**config.mk**
```make
export PLATFORM = sky130hd
export DESIGN_NAME = half_substractor
export DESIGN_NICKNAME = d
export VERILOG_FILES = /design/src/rtl/half_substractor.sv
export SDC_FILE = /design/constraint.sdc
export NUM_CORES = 1
export LEC_CHECK = 0
export CAP_MARGIN = 20
export CELL_PAD_IN_SITES_DETAIL_PLACEMENT = 1
export CELL_PAD_IN_SITES_GLOBAL_PLACEMENT = 1
export CORE_AREA = 2 2 39 41
export DETAILED_ROUTE_END_ITERATION = 10
export DIE_AREA = 0 0 41 43
export PLACE_DENSITY_LB_ADDON = 0.1
export SLEW_MARGIN = 20
export SYNTH_ARGS = -nofsm -noshare
export SYNTH_HDL_FRONTEND = slang
export SYNTH_SLANG_ARGS = --single-unit
```
**constraint.sdc**
```tcl
create_clock -name clk -period 1.05 [get_ports clk]
set_input_delay 0.105 -clock clk [delete_from_list [all_inputs] [get_ports clk]]
set_output_delay 0.105 -clock clk [all_outputs]
set_load 0.02 [all_outputs]
```
**src/rtl/half_substractor.sv**
```systemverilog
// Registered 1-bit half subtractor (a - b) with a valid qualifier.
// Optional saturating borrow-event counter enabled by defining HALF_SUB_STATS_EN.
module half_substractor #(
    parameter int STAT_W = 16
) (
    input  logic              clk,
    input  logic              rst,
    input  logic              a,
    input  logic              b,
    input  logic              in_valid,
    output logic              subtr,
    output logic              carry,
    output logic              out_valid,
    output logic [STAT_W-1:0] borrow_cnt
);

    // Operands are only looked at when in_valid is high, so X/Z on idle cycles cannot leak out.
    always_ff @(posedge clk) begin
        if (rst) begin
            subtr     <= 1'b0;
            carry     <= 1'b0;
            out_valid <= 1'b0;
        end else begin
            out_valid <= in_valid;
            if (in_valid) begin
                subtr <= a ^ b;
                carry <= ~a & b;
            end
        end
    end

`ifdef HALF_SUB_STATS_EN
    logic [STAT_W-1:0] borrow_cnt_q;

    always_ff @(posedge clk) begin
        if (rst) begin
            borrow_cnt_q <= '0;
        end else if (in_valid && !a && b && (borrow_cnt_q != {STAT_W{1'b1}})) begin
            borrow_cnt_q <= borrow_cnt_q + 1'b1;
        end
    end

    assign borrow_cnt = borrow_cnt_q;
`else
    assign borrow_cnt = '0;
`endif

endmodule

```
* After elaboration in Yosys (flattened, before gate mapping)
Cells that the tools add are included.
** Word-level totals
- Bits in registers :: 3
- Output and inout bits :: 19
** Cells by class
- Bitwise logic cells :: 3
** Operators with widths (number)
- 1-bit AND :: 1
- 1-bit NOT :: 1
- 1-bit bitwise XOR :: 1

* Logic depth before layout (Yosys ltp)
Gate-level depths: netlist (run 1).
- Depth after elaboration :: 2
- Mapped depth :: 4
- Depth with buffers taken out :: 4

* Worst setup path after synthesis (run 1)
No wires, ideal clock.
- Kind :: reg2reg
- Start point :: register subtr (netlist name)
- End point :: register subtr
- Arrival :: 0.610 ns
- Required time :: 0.964 ns
- Setup slack :: 0.354 ns
- Stages on the path, launching flop included :: 3
- Path buffers :: 0
- Period minus slack after synthesis :: 0.696 ns
- Cell sequence :: dfxtp_1 > nor2_1 > a211oi_1
** RTL lines
- to (signal assigned) :: RTL line 26 : subtr <= a ^ b;
- to (decl) :: RTL line 11 : output logic subtr,

* Worst setup path in the final report (run 1)
- Start point :: register carry
- End point :: output port carry
** RTL lines
- from (decl) :: RTL line 12 : output logic carry,
- from (signal assigned) :: RTL line 27 : carry <= ~a & b;
No word-level cell between the ends.

==> results of run 1 <==
-- sequential cells by signal, indices dropped and copies added, names as in the netlist --
register,flops
out_valid,1
subtr,1
carry,1
-- how the worst max path moves through the flow --
| stage | startpoint | endpoint | slack [ns] | cells past startpoint |
|---|---|---|---|---|
| after floorplan | subtr | subtr | 0.35 | 2 |
| after global placement | a | subtr | -0.13 | 4 |
| after detailed placement | a | subtr | -0.14 | 4 |
| after CTS | carry | carry | 0.05 | 1 |
| after global routing | subtr | subtr | 0.009 | 1 |
| final | carry | carry | 0.06 | 1 |
-- layer usage --
| metal | share of wire [%] | global-route usage, % | vias to the layer above | routed length [microns] |
|---|---|---|---|---|
| li1 | - | - | 70 | - |
| met1 | 26 | 2.88 | 66 | 86 |
| met2 | 45 | 5.63 | 16 | 151 |
| met3 | 17 | 1.57 | 4 | 57 |
| met4 | 12 | 12.0 | 0 | 42 |
| met5 | 0 | 0 | - | 0 |
-- layout by cell type, fill, tap and decap left out, drive strengths merged, types with 2 or more instances in the layout --
master,Yosys,routed
clkbuf,0,4
dfxtp,3,3
clkdlybuf4s50,0,4
conb,1,16
nor2,2,2
dlygate4sd2,0,3
-- where the power goes --
part           internal (mW)  switching, mW
combinational         0.0256         0.0707
clock                  0.142         0.0576
sequential             0.121        0.00217
-- layout make-up --
type                       instances  area share (%)
timing repair buffer               7            23.7
multi-input combinational         22            37.1
inverter                           1            1.34
tap                               16            7.14
clock buffer                       4            9.37
sequential                         3            21.4
-- cell families after synthesis --
kind of cell,after synthesis,share of synthesized area [%]
buf+inv,17,53.5
simple gates,3,5.95
flops,3,25.9
compound gates,1,3.24
mux,1,4.32
fa+ha+maj,1,5.40
other cells,1,1.62
-- cells in the mapped netlist, drive strengths merged --
master  number  area share [%]
conb         1             1.6
inv          1             1.6
dfxtp        3              26
nor2b        1             2.7
a211oi       1             3.2
nor2         2             3.2
mux2i        1             4.3
buf         16              52
ha           1             5.4
-- through the flow --
step                hold slack, ns  worst slack [ns]  area [sq um]  power [mW]
floorplan                    0.177             0.354           288       0.239
global placement             0.472            -0.126           258       0.226
detailed placement           0.476            -0.145           258       0.226
CTS                          0.457            0.0483           280       0.429
global route                 0.469           0.00880           280       0.450
finish                       0.460            0.0626           280       0.420
-- timing repair --
action | 4_1_cts | 5_1_grt
setup buffers | 0 | 0
endpoints found under the setup margin | 3 | 0
resized for setup | 3 | 0
hold buffers | 0 | 0
==> metrics.md, run 1 <==
| Metric | Value |
|---|---|
| CP peak stage delay | 0.33 ns |
| Antenna violations before repair | 0 |
| Crit-path cells | dlygate4sd2_1 |
| Startpoint types | register |
| IO buf count | 7 |
| Worst Hold End | carry |
| Worst-path maximum fanout | 2 |
| Placer Congestion | 0.520 |
| Ant diodes | 0 |
| Row cnt | 14 |
| Worst path bufs/invs | 1 |
| Synthesized netlist cell count | 27 |
| WP data arrival | 0.88 ns |
| CTS Buf Count | 3 |
| Share of layout cells above drive strength 1 | 8.11% |
| CORE AREA | 1380 sq um |
| Sequential fraction of the synthesis area | 25.9% |
| Final Skew | 0 ns |
| Yosys warns | 0 |
| Multi-input gate area | 104 sq um |
| Via count | 156 |
| Die W | 41 microns |
| Cell area power density | 1500 nW/um^2 |
| Post-synth cell types | 9 |
| Seq cells post-synth | 3 |
| Syn Area/Cell | 8.57 sq um |
| Minimum clock period | 0.987 ns |
| Hold path start | rst |
| Vias in the first global route | 121 |
| Register-to-register path setup slack | 0.46 ns |
| LEAKAGE | 0.154 nW |
| Die H | 43 microns |
| Starting density of the core | 16.7% |
| Drt drc | 0 |
| Tcrit/Tclk final | 94.0% |
| First-pass GRT wire length | 434 microns |
| Area growth syn-to-layout | 21.1% |
| Crit path kind | register to primary output |
| Vias per inst | 2.94 |
| Fillers | 175 |
| H-tree depth | 1 |
| Post-DRT Antenna Nets | 0 |
| Root buffer cell | clkbuf_4 |
| Post-Route WL | 337 microns |
| FF-to-FF Start | subtr |
| CP endpoint kind | primary output |
| End of the worst register-to-register path | subtr |
| Slew Viols, Final | 0 |
| Die area | 1760 sq um |
| CP max stage cell | dlygate4sd2_1 |
| F_max | 1010 MHz |
| Max Root-Sink Buffers | 2 |
| Largest net degree at the start of global routing | 5 |
| First DRT Iteration DRCs | 1 |
| TritonRoute pass-1 iters | 3 |
| Status | completed |
| RSZ-0062 raised after global routing | no |
| Core Util, Final | 20.3% |
| Mapped Area | 231 sq um |
| Critical Path RT | 0.94 ns |
| Worst VDD drop | 314 uV |
| GRT Total Usage | 4.81% |
| Final setup viols | 0 |
| FF/Latch Area | 60.1 sq um |
| Reg clk slew, reported paths | 0.04 ns |
| Register-to-Register Path Depth | 2 |
| Non-filler cells, final | 53 |
| Nets | 44 |
| Io pins | 24 |
| Clock net sink count | 3 |
| Final Hold Viols | 0 |
| Clock latency on the worst-skew pair | 0.23 ns |
| Sum Neg Setup Slack | 0 ns |
| Worst Hold Class | input port to register |
| Hold depth | 2 |
| GR Overflow Total | 0 |
| Cell family with most CP delay | buffers and inverters |
| Maxcap violations | 0 |
| CTS tree | yes |
| Wire per inst | 6.36 microns |
| Dpl cells | 49 |
No activity file was read; power rests on OpenSTA's default activity.
==> run 2: changes to the inputs <==
- CORE_AREA: 2 2 39 41 -> default
- CORE_MARGIN: default -> 2
- CORE_UTILIZATION: default -> 15
- CTS_CLUSTER_SIZE: default -> 40
- DIE_AREA: 0 0 41 43 -> default
- clock period: 1.05 -> 0.9 ns (I/O delays scaled with it)
==> metrics.md, run 2 (synthesis gave the netlist of run 1 again) <==
| Metric | Value |
|---|---|
| Slew Viols, Final | 0 |
| Vias in the first global route | 144 |
| CP endpoint kind | register |
| Die H | 43.3 microns |
| LEAKAGE | 0.153 nW |
| RSZ-0062 raised after global routing | no |
| Hold_ws | 0.483 ns |
| Final Skew | 0 ns |
| Max Root-Sink Buffers | 2 |
| Fillers | 181 |
| Clock net sink count | 3 |
| Largest regs | carry x1, out_valid x1, subtr x1 |
| Wire per inst | 8.41 microns |
| Register-to-register path setup slack | 0.21 ns |
| GRT Total Usage | 5.36% |
| Starting density of the core | 15.7% |
| Reg clk slew, reported paths | 0.04 ns |
| Worst Hold Class | input port to register |
| Root buffer cell | clkbuf_4 |
| TritonRoute pass-1 iters | 1 |
| Worst VDD drop | 267 uV |
| Metal3 WL | 86 microns |
| Top Layer Used | met4 |
| Worst path bufs/invs | 1 |
| Minimum clock period | 0.873 ns |
| Post-CTS Setup Bufs | 0 |
| Largest net degree at the start of global routing | 5 |
| Sum Neg Setup Slack | 0 ns |
| Via count | 158 |
| GR Overflow Total | 0 |
| Share of layout cells above drive strength 1 | 23.7% |
| Cell area power density | 1690 nW/um^2 |
| WP data arrival | 1.03 ns |
| Drt drc | 0 |
| CTS tree | yes |
| First DRT Iteration DRCs | 0 |
| Die W | 43.3 microns |
| Startpoint types | input port |
| Resize count post-CTS | 13 |
| DRT met1 WL | 137 microns |
| Nets | 45 |
| CP peak stage delay | 0.52 ns |
| Crit path kind | input port to register |
| First-pass GRT wire length | 634 microns |
| Antenna violations before repair | 0 |
| Most frequent cells in the layout | conb_1, clkdlybuf4s50_1, dfxtp_1, clkbuf_4 |
| Post-DRT Antenna Nets | 0 |
| Vias per inst | 2.93 |
| Cell family with most CP delay | buffers and inverters |
| Post-Route WL | 454 microns |
| Tcrit/Tclk final | 97.0% |
| Crit-path cells | clkdlybuf4s50_1 > ha_4 > a211oi_2 |
| Area growth syn-to-layout | 29.7% |
| Placer Congestion | 0.639 |
| Post-CTS Hold Buffers | 0 |
| WL met2 | 222 microns |
| Clock latency on the worst-skew pair | 0.23 ns |
| Row cnt | 14 |
| Commonest non-fill, non-tap cell in the layout | conb_1 |
| CP max stage cell | clkdlybuf4s50_1 |
| IO buf count | 7 |
| Worst-path maximum fanout | 1 |
| Hpwl dp | 376 microns |
| Critical Path RT | 1.06 ns |
| CTS Buf Count | 3 |
| Io pins | 24 |
| H-tree depth | 1 |
| Die area | 1870 sq um |
| Final Hold Viols | 0 |
| Status | completed |
| Final setup viols | 0 |
| Maxcap violations | 0 |
| F_max | 1150 MHz |
| Ant diodes | 0 |
| CORE AREA | 1470 sq um |
[run 2: power by group]
part | internal, mW | switching [mW]
combinational | 0.0386 | 0.0904
sequential | 0.142 | 0.00304
clock | 0.166 | 0.0683
[run 2: worst paths after layout]
kind	start	endpoint	depth (start not counted)
hold reg to reg	carry	carry	2
setup reg to reg	subtr	subtr	3
setup / recovery	b	subtr	3
hold / removal	rst	carry	2
[run 2: cell type report]
cell class / count / area [sq um] / share of cell area, %
Sequential cell: 3 / 60.1 / 20.0
Inverter: 1 / 3.75 / 1.25
Timing Repair Buffer: 8 / 68.8 / 22.9
Tap cell: 16 / 20.0 / 6.67
Clock buffer: 4 / 26.3 / 8.75
Multi-Input combinational cell: 22 / 121 / 40.4
[run 2: per-layer routing]
metal  vias to the layer above  track usage, %
li1                         72               -
met1                        65            4.09
met2                        19            7.46
met3                         2            5.11
met4                         0            5.45
met5                         -               0
[run 2: stage by stage]
step	instances	setup slack, ns	utilization, %	cell area [sq um]	total power, mW
5_1_grt	54	0.00358	20.4	300	0.545
2_1_floorplan	42	0.204	-	288	0.279
3_5_place_dp	50	-0.295	18.0	265	0.271
6_report	54	0.0271	20.4	300	0.508
4_1_cts	54	0.0180	20.4	300	0.520
3_3_place_gp	50	-0.249	18.0	265	0.269
==> run 3: changes to the inputs <==
==> constraint.sdc (replaced) <==
create_clock -name clk -period 0.9 [get_ports clk]
set_input_delay 0.18 -clock clk [delete_from_list [all_inputs] [get_ports clk]]
set_output_delay 0.18 -clock clk [all_outputs]
set_load 0.02 [all_outputs]
==> metrics.md, run 3 (synthesis gave the netlist of run 1 again) <==
| Metric | Value |
|---|---|
| Post-CTS Setup Bufs | 0 |
| Largest net degree at the start of global routing | 5 |
| CP max stage cell | dfxtp_1 |
| Die H | 43.3 microns |
| Cell family with most CP delay | flip-flops |
| IO buf count | 7 |
| Worst setup margin | 0.0358 ns |
| Drt drc | 0 |
| Fillers | 180 |
| Largest regs | carry x1, out_valid x1, subtr x1 |
| Reg clk slew, reported paths | 0.04 ns |
| Nets | 45 |
| Cell area power density | 1660 nW/um^2 |
| CP peak stage delay | 0.30 ns |
| TritonRoute pass-1 iters | 1 |
| Crit-path cells | buf_2 |
| Row cnt | 14 |
| Critical Path RT | 0.72 ns |
| Tcrit/Tclk final | 96.0% |
| Hold path start | in_valid |
| CP endpoint kind | primary output |
| Commonest non-fill, non-tap cell in the layout | conb_1 |
| Non-filler cells, final | 54 |
| Io pins | 24 |
| Final setup viols | 0 |
| Final Hold Viols | 0 |
| CTS Buf Count | 3 |
| Minimum clock period | 0.864 ns |
| Starting density of the core | 15.7% |
| Startpoint types | register |
| Share of layout cells above drive strength 1 | 31.6% |
| WP data arrival | 0.68 ns |
| CORE AREA | 1470 sq um |
| GR Overflow Total | 0 |
| H-tree depth | 1 |
| Die W | 43.3 microns |
| Sum Neg Setup Slack | 0 ns |
| Final Skew | 0 ns |
| CTS tree | yes |
| Post-DRT Antenna Nets | 0 |
| Hpwl dp | 376 microns |
| Antenna violations before repair | 0 |
| First-pass GRT wire length | 621 microns |
| GRT Total Usage | 5.28% |
| FF-to-FF Start | subtr |
| Pre-CTS setup slack | -0.385 ns |
| Root buffer cell | clkbuf_4 |
| Ant diodes | 0 |
| Status | completed |
| Clock net sink count | 3 |
| Area growth syn-to-layout | 33.5% |
| Most frequent cells in the layout | conb_1, clkbuf_4 |
| LEAKAGE | 0.168 nW |
| Max Root-Sink Buffers | 2 |
| Dpl cells | 50 |
| Crit path kind | register to primary output |
| Worst Hold Class | input port to register |
| F_max | 1160 MHz |
| Power, Total | 0.512 mW |
| Placer Congestion | 0.639 |
| Via count | 158 |
| Maxcap violations | 0 |
| Worst VDD drop | 278 uV |
| Crit path launch | out_valid |
| Post-Route WL | 461 microns |
| Vias per inst | 2.93 |
| Wire per inst | 8.54 microns |
| RSZ-0062 raised after global routing | no |
| First DRT Iteration DRCs | 0 |
| Hold_ws | 0.265 ns |
| Worst path bufs/invs | 1 |
| Vias in the first global route | 144 |
| Slew Viols, Final | 0 |
| Worst-path maximum fanout | 1 |
| Die area | 1870 sq um |
| Post-CTS Hold Buffers | 0 |
| Clock latency on the worst-skew pair | 0.23 ns |
==> run 3: cell types whose count changed in the layout (fill, tap and decap cells not counted), sizes merged <==
cell           before  now
dlygate4sd2         0    2
dlymetal6s2s        0    1
clkdlybuf4s15       1    0
buf                 3    4
clkdlybuf4s50       4    1
==> run 3: repair_timing <==
action                     4_1_cts  5_1_grt
pin swaps                        1        0
hold endpoints to repair         0        0
resized for setup               19        5
setup endpoints to repair        5        3
==> run 3: worst paths after layout <==
check / slack (ns) / depth (start not counted) / endpoint
setup / recovery: 0.04 / 1 / out_valid
hold / removal: 0.26 / 2 / subtr
setup reg to reg: 0.19 / 3 / subtr
hold reg to reg: 0.52 / 2 / carry
==> run 3: final cells by class <==
cell class                      count  area, sq um  area share [%]
Clock buffer                        4         26.3            8.50
Timing Repair Buffer                8         75.1            24.3
Multi-Input combinational cell     22          121            39.3
Sequential cell                     3         62.6            20.2
Tap cell                           16         20.0            6.48
Inverter                            1         3.75            1.21
==> run 3: metal layers <==
| layer | GRT usage [%] | part of all wire (%) |
|---|---|---|
| met4 | 5.45 | 2.0 |
| met5 | 0 | 0 |
| met3 | 5.11 | 21 |
| met1 | 3.84 | 26 |
| met2 | 7.46 | 51 |
==> run 3: power by group <==
part,internal (mW),total (mW),switching [mW]
combinational,0.0396,0.130,0.0909
clock,0.166,0.235,0.0685
sequential,0.143,0.147,0.00440
total,0.348,0.512,0.164
==> run 3: through the flow <==
step	area, sq um	util (%)
finish	309	21.0
global route	309	21.0
global placement	265	18.0
floorplan	288	-
detailed placement	265	18.0
CTS	297	20.2
